File: src/rtl/id_branch_pkg.sv
// Shared types and constants for the ID-stage branch resolver.
// Holds the ARM condition-code encoding, the resolver FSM states,
// the B/BL opcode field value and the NZCV flag bit positions.
package id_branch_pkg;

   typedef enum logic [3:0] {
      EQ = 4'h0,
      NE = 4'h1,
      CS = 4'h2,
      CC = 4'h3,
      MI = 4'h4,
      PL = 4'h5,
      VS = 4'h6,
      VC = 4'h7,
      HI = 4'h8,
      LS = 4'h9,
      GE = 4'hA,
      LT = 4'hB,
      GT = 4'hC,
      LE = 4'hD,
      AL = 4'hE,
      NV = 4'hF
   } condCode_e;

   typedef enum logic [1:0] {
      RUN        = 2'd0,
      WAIT_FLAGS = 2'd1,
      REDIRECT   = 2'd2,
      SQUASH     = 2'd3
   } brState_e;

   localparam logic [2:0] BR_OPCODE = 3'b101;

   localparam int FLAG_N = 3;
   localparam int FLAG_Z = 2;
   localparam int FLAG_C = 1;
   localparam int FLAG_V = 0;

   // Word offset sign-extended and scaled to bytes; the add wraps silently at 2^32.
   function automatic logic [31:0] branchTarget(input logic [31:0] pc, input logic [23:0] imm);
      return pc + {{6{imm[23]}}, imm, 2'b00};
   endfunction

endpackage

File: src/rtl/cond_check.sv
// Combinational ARM condition-code evaluator.
// Given the 4-bit condition field and the {N,Z,C,V} flags, reports whether
// the instruction's condition passes. AL always passes, NV never does.
module cond_check
   import id_branch_pkg::*;
(
   input  logic [3:0] cond,
   input  logic [3:0] nzcv,
   output logic       pass
);

   logic n;
   logic z;
   logic c;
   logic v;

   assign n = nzcv[FLAG_N];
   assign z = nzcv[FLAG_Z];
   assign c = nzcv[FLAG_C];
   assign v = nzcv[FLAG_V];

   // Decode the condition field against the current flags.
   always_comb begin
      pass = 1'b0;
      case (condCode_e'(cond))
         EQ:      pass = z;
         NE:      pass = !z;
         CS:      pass = c;
         CC:      pass = !c;
         MI:      pass = n;
         PL:      pass = !n;
         VS:      pass = v;
         VC:      pass = !v;
         HI:      pass = c && !z;
         LS:      pass = !c || z;
         GE:      pass = (n == v);
         LT:      pass = (n != v);
         GT:      pass = !z && (n == v);
         LE:      pass = z || (n != v);
         AL:      pass = 1'b1;
         NV:      pass = 1'b0;
         default: pass = 1'b0;
      endcase
   end

endmodule

File: src/rtl/id_branch_resolver.sv
// ID-stage branch resolver: IF/ID pipeline register plus B/BL resolution.
// Decodes the branch held in IF/ID, waits for valid flags when the condition
// needs them, redirects IF_Stage on a taken branch and invalidates the
// SQUASH_SLOTS wrong-path captures that follow.
// Optional feature: define BRANCH_LINK_EN to drive link_we/link_value for BL;
// without it bit 24 is ignored and the link outputs are tied to 0.
module id_branch_resolver
   import id_branch_pkg::*;
#(
   parameter int SQUASH_SLOTS = 2
)(
   input  logic        clk,
   input  logic        rst,
   input  logic        freeze,
   input  logic [31:0] pc_in,
   input  logic [31:0] Instruction_in,
   input  logic [3:0]  status_nzcv,
   input  logic        status_valid,
   output logic [31:0] pc_out,
   output logic [31:0] Instruction_out,
   output logic        valid_out,
   output logic        Branch_Tacken,
   output logic [31:0] Branch_Address,
   output logic        stall_req,
   output logic        link_we,
   output logic [31:0] link_value
);

   brState_e    state_q;
   brState_e    state_d;
   logic [1:0]  squashCnt_q;
   logic [1:0]  squashCnt_d;
   logic [31:0] pc_q;
   logic [31:0] instr_q;
   logic        valid_q;
   logic [31:0] brAddr_q;

   condCode_e   condField;
   logic        isBranch;
   logic        needsFlags;
   logic        flagsReady;
   logic        evalState;
   logic        condPass;
   logic        waitFlags;
   logic        takeBranch;

   assign condField  = condCode_e'(instr_q[31:28]);
   assign isBranch   = valid_q && (instr_q[27:25] == BR_OPCODE);
   assign needsFlags = (condField != AL) && (condField != NV);
   assign flagsReady = !needsFlags || status_valid;
   assign evalState  = (state_q == RUN) || (state_q == WAIT_FLAGS);
   assign waitFlags  = evalState && isBranch && !flagsReady;
   assign takeBranch = evalState && isBranch && flagsReady && condPass;

   cond_check u_condCheck (
      .cond (instr_q[31:28]),
      .nzcv (status_nzcv),
      .pass (condPass)
   );

   // State and squash counter register; freeze is folded into the next-state logic.
   always_ff @(posedge clk) begin
      if (rst) begin
         state_q     <= RUN;
         squashCnt_q <= 2'd0;
      end else begin
         state_q     <= state_d;
         squashCnt_q <= squashCnt_d;
      end
   end

   // Next-state logic: resolve the branch in IF/ID, then walk through redirect and squash.
   always_comb begin
      state_d     = state_q;
      squashCnt_d = squashCnt_q;
      if (!freeze) begin
         case (state_q)
            RUN, WAIT_FLAGS: begin
               if (waitFlags) begin
                  state_d = WAIT_FLAGS;
               end else if (takeBranch) begin
                  state_d = REDIRECT;
               end else begin
                  state_d = RUN;
               end
            end
            REDIRECT: begin
               squashCnt_d = 2'(SQUASH_SLOTS - 1);
               state_d     = (SQUASH_SLOTS == 1) ? RUN : SQUASH;
            end
            SQUASH: begin
               squashCnt_d = (squashCnt_q != 2'd0) ? (squashCnt_q - 2'd1) : 2'd0;
               if (squashCnt_q <= 2'd1) begin
                  state_d = RUN;
               end
            end
            default: state_d = RUN;
         endcase
      end
   end

   // Moore redirect strobe, plus the stall request while a branch waits for its flags.
   always_comb begin
      Branch_Tacken = (state_q == REDIRECT);
      stall_req     = waitFlags;
   end

   // IF/ID register and redirect target; captures during redirect/squash are marked invalid.
   always_ff @(posedge clk) begin
      if (rst) begin
         pc_q     <= 32'd0;
         instr_q  <= 32'd0;
         valid_q  <= 1'b0;
         brAddr_q <= 32'd0;
      end else if (!freeze) begin
         if (!waitFlags) begin
            pc_q    <= pc_in;
            instr_q <= Instruction_in;
            valid_q <= evalState;
         end
         if (takeBranch) begin
            brAddr_q <= branchTarget(pc_q, instr_q[23:0]);
         end
      end
   end

   assign pc_out          = pc_q;
   assign Instruction_out = instr_q;
   assign valid_out       = valid_q;
   assign Branch_Address  = brAddr_q;

`ifdef BRANCH_LINK_EN
   logic        linkPend_q;
   logic [31:0] linkValue_q;

   // Remember whether the taken branch was a BL and its return address for the redirect cycle.
   always_ff @(posedge clk) begin
      if (rst) begin
         linkPend_q  <= 1'b0;
         linkValue_q <= 32'd0;
      end else if (!freeze) begin
         linkPend_q <= takeBranch && instr_q[24];
         if (takeBranch) begin
            linkValue_q <= pc_q;
         end
      end
   end

   assign link_we    = (state_q == REDIRECT) && linkPend_q;
   assign link_value = link_we ? linkValue_q : 32'd0;
`else
   assign link_we    = 1'b0;
   assign link_value = 32'd0;
`endif

endmodule
File: config.mk
export PLATFORM = sky130hd
export DESIGN_NAME = id_branch_resolver
export DESIGN_NICKNAME = d
export VERILOG_FILES = /design/src/rtl/id_branch_pkg.sv /design/src/rtl/cond_check.sv /design/src/rtl/id_branch_resolver.sv
export SDC_FILE = /design/constraint.sdc
export NUM_CORES = 1
export LEC_CHECK = 0
export BUFFER_PORTS_ARGS = -buffer_cell sky130_fd_sc_hd__buf_2
export CAP_MARGIN = 20
export CORE_MARGIN = 4
export CORE_UTILIZATION = 50
export DETAILED_ROUTE_END_ITERATION = 12
export GPL_ROUTABILITY_DRIVEN = 1
export GPL_TIMING_DRIVEN = 0
export PLACE_DENSITY_LB_ADDON = 0.1
export SETUP_SLACK_MARGIN = 0.5
export SYNTH_ARGS = -nofsm -noshare
export SYNTH_HDL_FRONTEND = slang
export SYNTH_HIERARCHICAL = 1
export SYNTH_SLANG_ARGS = --single-unit
File: constraint.sdc
create_clock -name clk -period 3.1 [get_ports clk]
set_input_delay 0.31 -clock clk [delete_from_list [all_inputs] [get_ports clk]]
set_output_delay 0.31 -clock clk [all_outputs]
set_load 0.005 [all_outputs]
==> impl_results.md, run 1 <==
* Outcome: complete, no violations
* First-pass GRT wire length at between 20000 and 30000 microns
* TritonCTS Buffers at 9
* Seq pwr share at a little under half
* Layout cell share with drive strength beyond 1 at 28.26%
* Mapped Cells at about 750
* Largest stage delay, worst path at approximately 0.41 ns
* Worst Setup End Kind: register
* CP Buf/Inv Count at 2
* Max Clock Skew at 0.009496 ns
* Core area at 0.01094 sq mm
* CP cell instances: buf_6 > nor2b_4 > a211oi_1 > a2111oi_1 > a311oi_1 > o22ai_1 > nand2b_1 > or3_1 > clkbuf_8 > or3_1 > or4_1 > nand3_1
* Ports at between 200 and 250
* Post-synth EDFFs at 0
* Most frequent CP cell: or3_1
* CP top delay family: simple AND/OR/NAND/NOR gates
* DR vias/cell at approximately 5.3
* Slowest library cell on the worst path: a2111oi_1
* Final min period at between 2 and 3 ns
* Area Growth Syn to Fin at 30.18%
* Final slew viol count at 0
* Crit start category: register
* Rel. slew slack at 53.63%
* Most common cell after layout, fill and taps aside: nand2_1
* GR Overflow Total at 0
* Clock sinks at slightly above 100
* Die W at approximately 110 microns
* Mapped Area at roughly 0.0057 sq mm
* HPWL Detailed at 12300 microns
* Height of the die at ~110 microns
* Final Hold Viols at 0
* CTS tree: yes
* Net Sw Power at ~0.84 mW
* Internal at roughly 2.1 mW
* Crit Path Category: register to register
* Routed Antenna Nets at 0
* Worst path required time at roughly 3.4 ns
* Largest net degree at the start of global routing at 18
* Maximum fanout along the worst path at 5
* Comb power frac at 17.1%
* Ant diodes at 0
* Port Buf Inserts at between 150 and 200
* Clk_lat worst skew at ~0.35 ns
* Register area share after synthesis at between 30 and 40%
* CTS root buf: clkbuf_16
* Cell variety after synth at 65
* Highest Clock Rate at approximately 360 MHz
* Hold WC Path Type: primary input to register
* Site Rows at 38
* Drt first pass iters at 7
* Leak Pwr at about 3.5 nW
* Proportion of power drawn by the clock network at ~36%
* Arrival @ worst endpoint at a little over 3 ns
* FF-to-FF setup slack at around 0.35 ns
* Sw Ratio at approximately 28%
* All-Layer GR Usage at 24.47%
* Post-Route WL at between 15000 and 20000 microns
* CTS Buffer Depth at 2
* Final nets at between 1000 and 1500
* Power, Total at just under 3 mW
* DRC Markers at 0
* Initial core utilization at between 50% and 60%
* Setup_tns at 0 ns
* Least-Margin Pin Slew at between 0.6 and 0.7 ns
* Via Count at 5869
* Clock-pin slew on the worst setup and hold paths at about 0.07 ns
* Fillers at around 1000
* H-tree levels at 3
* Period utilisation layout at roughly nine tenths
* Wire per inst at 14.80 microns
* Vias in the first global route at around 5400
* Max VDD drop at a little under 400 uV
* Initial antenna violation count at 0
* Ys Warns at 6
* # hold bufs at CTS at 0
* RSZ-0062 raised after global routing: yes
* Share of flip-flops with an asynchronous set or reset at 0%
* PwrDens at roughly 400 mW/mm^2
* Post-synthesis average cell area at between 7 and 8 sq um
* 1st-iter DRT viols at 402
* Most frequent cells in the layout: nand2_1, buf_2, a21oi_1, dfxtp_1, buf_4
* Die area at around 0.013 sq mm
* Main synth FF type: dfxtp_1
* Setup violators final at 0
* Max Cap Violations at 0
* Placer Congestion at 0.9027
* FF+latch count, synth at approximately 100
Yosys cell counts (4+ instances only):
cell type	n	area share [%]
clkbuf_1	37	2.5
and3_1	7	0.77
a211oi_1	6	0.80
xor2_1	7	1.1
o21ai_1	4	0.35
a21o_1	11	1.5
ha_1	29	6.4
inv_1	11	0.73
dfxtp_1	101	36
o21ai_0	21	1.9
a21oi_1	117	10
nor2_1	26	1.7
or3_1	5	0.55
a31oi_1	6	0.66
o21a_1	5	0.66
nand4_1	4	0.44
nand3_1	23	2.0
o31ai_1	4	0.53
xnor2_1	12	1.9
nor3_1	15	1.3
buf_4	34	4.5
nand2b_1	10	1.1
nand2_1	183	12
nor2b_1	6	0.66
layer usage:
metal,track usage (%),wire length (microns)
met1,31.10,7053
met2,41.06,7828
met3,5.867,1309
met4,7.601,277
met5,0,0
flip-flops by register name, indices dropped and copies added, names as in the netlist:
register and cells:
Branch_Address 32, state_q 2, Instruction_out 32, pc_out 32
valid_out 1, squashCnt_q 2
power by group through the flow:
| stage | combinational, mW | clock (mW) | sequential (mW) |
|---|---|---|---|
| finish | 0.508 | 1.08 | 1.39 |
| global route | 0.571 | 1.15 | 1.39 |
| CTS | 0.483 | 1.10 | 1.39 |
| detailed placement | 0.473 | 0 | 1.42 |
| global placement | 0.468 | 0 | 1.42 |
| floorplan | 0.308 | 0 | 1.41 |
worst register-to-register path, delay by kind of cell (launching register included):
kind | cells | cell delay [ns]
simple gates | 6 | 1.34
compound gates | 4 | 0.73
flops | 1 | 0.34
buf+inv | 2 | 0.28
metrics by stage:
step / cell area (sq um) / setup slack, ns / utilization (%) / hold WS [ns] / instances
2_1_floorplan: 5776 / 0.5860 / - / 0.4460 / 778
3_3_place_gp: 6797 / 0.1520 / 62.15 / 0.4354 / 1087
3_5_place_dp: 6797 / 0.1252 / 62.15 / 0.4448 / 1087
4_1_cts: 7154 / 0.4288 / 65.42 / 0.1843 / 1107
5_1_grt: 7362 / 0.2142 / 67.32 / 0.1905 / 1113
6_report: 7362 / 0.3478 / 67.32 / 0.1890 / 1113
layout make-up:
class                      instances  area (sq um)  share of cell area (%)
multi-input combinational        590          3457                   46.96
inverter                          11         41.29                  0.5608
clock buffer                      10         239.0                   3.246
timing repair buffer             179         920.9                   12.51
tap                              140         175.2                   2.379
buffer                            76         454.2                   6.169
clock inverter                     6         47.55                  0.6458
sequential                       101          2027                   27.53
kinds of logic after synthesis:
kind of cell / synth area share [%]
xor gates and xnor gates: 2.942
adders and majority gates: 6.770
muxes: 0.7301
AOI/OAI and AO/OA: 22.52
other: 0.06631
and+or+nand+nor: 23.08
buffers and inverters: 8.141
DFF: 35.75
worst paths after layout:
path | from | to | cells past startpoint
max | Instruction_out[28] | Branch_Address[28] | 12
min | Instruction_in[28] | Instruction_out[28] | 3
max reg2reg | Instruction_out[28] | Branch_Address[28] | 12
min reg2reg | Branch_Address[5] | Branch_Address[5] | 2
repair_timing:
item | 4_1_cts | 5_1_grt
gates resized for setup | 11 | 57
setup endpoints to repair | 32 | 93
pin swaps | 2 | 8
setup buffers | 4 | 6
(Power assumes the default switching activity.)
==> inputs of run 2 (changes only) <==
- BUFFER_PORTS_ARGS: -buffer_cell sky130_fd_sc_hd__buf_2 -> unset
- CORE_UTILIZATION: 50 -> 59
- DONT_BUFFER_PORTS: unset -> 1
==> impl_results.md, run 2 (synthesis results as in run 1) <==
* Final min period at approximately 2.7 ns
* Sw Ratio at 30.49%
* All-Layer GR Usage at roughly 28%
* R2R Path Start: Instruction_out[28]
* Clk_lat worst skew at approximately 0.38 ns
* Comb power frac at around 16%
* PwrDens at 413.4 mW/mm^2
* Slowest library cell on the worst path: a2111oi_2
* Drt first pass iters at 4
* Clock-pin slew on the worst setup and hold paths at approximately 0.11 ns
* Via Count at about 5400
* FF-to-FF setup slack at between 0.3 and 0.4 ns
* Ant diodes at 0
* Initial antenna violation count at 0
* Vias in the first global route at 5345
* Hold depth at 2
* RSZ-0062 raised after global routing: yes
* Area Growth Syn to Fin at 12.96%
* Most frequent CP cell: or3_1
* Highest Clock Rate at 363.9 MHz
* Wire per inst at roughly 17 microns
* Port Buf Inserts at 0
* R2r worst-path depth at 11
* Leak Pwr at between 2 and 3 nW
* Clock sinks at approximately 100
* Site Rows at 35
* Setup violators final at 0
* H-tree levels at 3
* Hold WC Path Type: primary input to register
* Fillers at 835
* CP cell instances: buf_6 > xor2_1 > a2111oi_2 > a311oi_1 > o22ai_1 > nand2b_1 > or3_1 > clkbuf_8 > or3_1 > or4_1 > nand3_1
* Proportion of power drawn by the clock network at between 30% and 40%
* CTS root buf: clkbuf_8
* Least-Margin Pin Slew at approximately 0.74 ns
* DRC Markers at 0
* Seq pwr share at about 53%
* CTS Buffer Depth at 2
* Routed Antenna Nets at 0
* Crit Path Category: register to register
* DP Worst Slack at 0.08081 ns
* Final WS setup at ~0.35 ns
* Max VDD drop at around 250 uV
* Die W at 105.9 microns
* Outcome: complete, no violations
* Final slew viol count at 0
* Final core utilization at between 60 and 70%
* Internal at 1.836 mW
* Largest stage delay, worst path at roughly 0.43 ns
* Worst R2R End: Branch_Address[28]
* Setup_tns at 0 ns
* DR vias/cell at slightly below 6
* CTS tree: yes
* Core area at just over 0.009 sq mm
* Worst hold margin at between 0.05 and 0.06 ns
* Arrival @ worst endpoint at 3.06 ns
* WHS Endpoint: pc_out[5]
* Crit start category: register
* HPWL Detailed at about 12000 microns
* Largest net degree at the start of global routing at 19
* Dpl cells at a little over 900
* Max Cap Violations at 0
* Most common cell after layout, fill and taps aside: nand2_1
* HP Start: pc_in[5]
* Die area at ~0.011 sq mm
* First-pass GRT wire length at ~26000 microns
* Final Hold Viols at 0
* Worst Setup End Kind: register
* Ports at approximately 200
* Maximum fanout along the worst path at 5
* Final nets at roughly 900
* Most frequent cells in the layout: nand2_1, a21oi_1, dfxtp_1, buf_4, conb_1
* GR Overflow Total at 0
* Rel. slew slack at approximately half
* Finished Layout Cells at roughly 930
* Initial core utilization at between 60% and 70%
* Post-Route WL at 16300 microns
* Layout cell share with drive strength beyond 1 at 12.94%
* 1st-iter DRT viols at 439
* TritonCTS Buffers at 9
* Worst path required time at ~3.4 ns
* Net Sw Power at 0.8052 mW
* Max Clock Skew at between 0.015 and 0.02 ns
* Placer Congestion at about 0.91
* Period utilisation layout at ~89%
* Height of the die at 105.9 microns
-- run 2: critical path, delay by kind of cell (launching register included) --
kind                   cells  cell delay, ns
AO/OA/AOI/OAI              3            0.68
XOR/XNOR                   1            0.17
buffers and inverters      2            0.29
flip-flops                 1            0.36
AND/OR/NAND/NOR            5            1.20
-- run 2: worst max path at each step --
stage                        startpoint                  to  slack [ns]  depth (start not counted)
floorplan           Instruction_out[28]  Branch_Address[28]        0.59                         12
global placement    Instruction_out[28]  Branch_Address[19]        0.18                         10
detailed placement  Instruction_out[28]  Branch_Address[19]        0.08                         10
CTS                 Instruction_out[28]  Branch_Address[28]        0.42                         11
global route        Instruction_out[28]  Branch_Address[28]        0.22                         11
finish              Instruction_out[28]  Branch_Address[28]        0.35                         11
-- run 2: layout make-up --
class | count | area (sq um) | share of cell area (%)
multi-input cells | 590 | 3436 | 53.78
flip-flops and latches | 101 | 2027 | 31.73
plain buffers | 76 | 454.2 | 7.109
well taps | 129 | 161.4 | 2.526
clock buffers | 10 | 137.6 | 2.154
repair buffers | 10 | 78.83 | 1.234
clock inverters | 6 | 52.55 | 0.8226
inverters | 11 | 41.29 | 0.6463
-- run 2: per-stage QoR --
step / total power [mW] / cell area [sq um]
5_1_grt: 2.767 / 6389
4_1_cts: 2.634 / 6270
3_5_place_dp: 1.813 / 5937
3_3_place_gp: 1.799 / 5937
2_1_floorplan: 1.720 / 5776
6_report: 2.641 / 6389
-- run 2: what timing repair did --
item / in CTS / in global routing
pin swaps: 5 / 7
setup buffers: 6 / 4
hold buffers: 0 / 0
endpoints found under the setup margin: 33 / 73
resized for setup: 24 / 34
-- run 2: power by group through the flow --
stage	sequential, mW	combinational (mW)	clock [mW]
finish	1.40	0.414	0.825
detailed placement	1.43	0.381	0
global placement	1.43	0.369	0
global route	1.41	0.464	0.893
CTS	1.40	0.395	0.836
floorplan	1.41	0.308	0
-- run 2: routing by layer --
| layer | global-route usage (%) | up-vias | share of wire (%) |
|---|---|---|---|
| li1 | - | 2648 | - |
| met1 | 32.99 | 2538 | 40 |
| met2 | 49.50 | 234 | 49 |
| met3 | 8.682 | 27 | 9.5 |
| met4 | 10.64 | 0 | 2.1 |
| met5 | 0 | - | 0 |
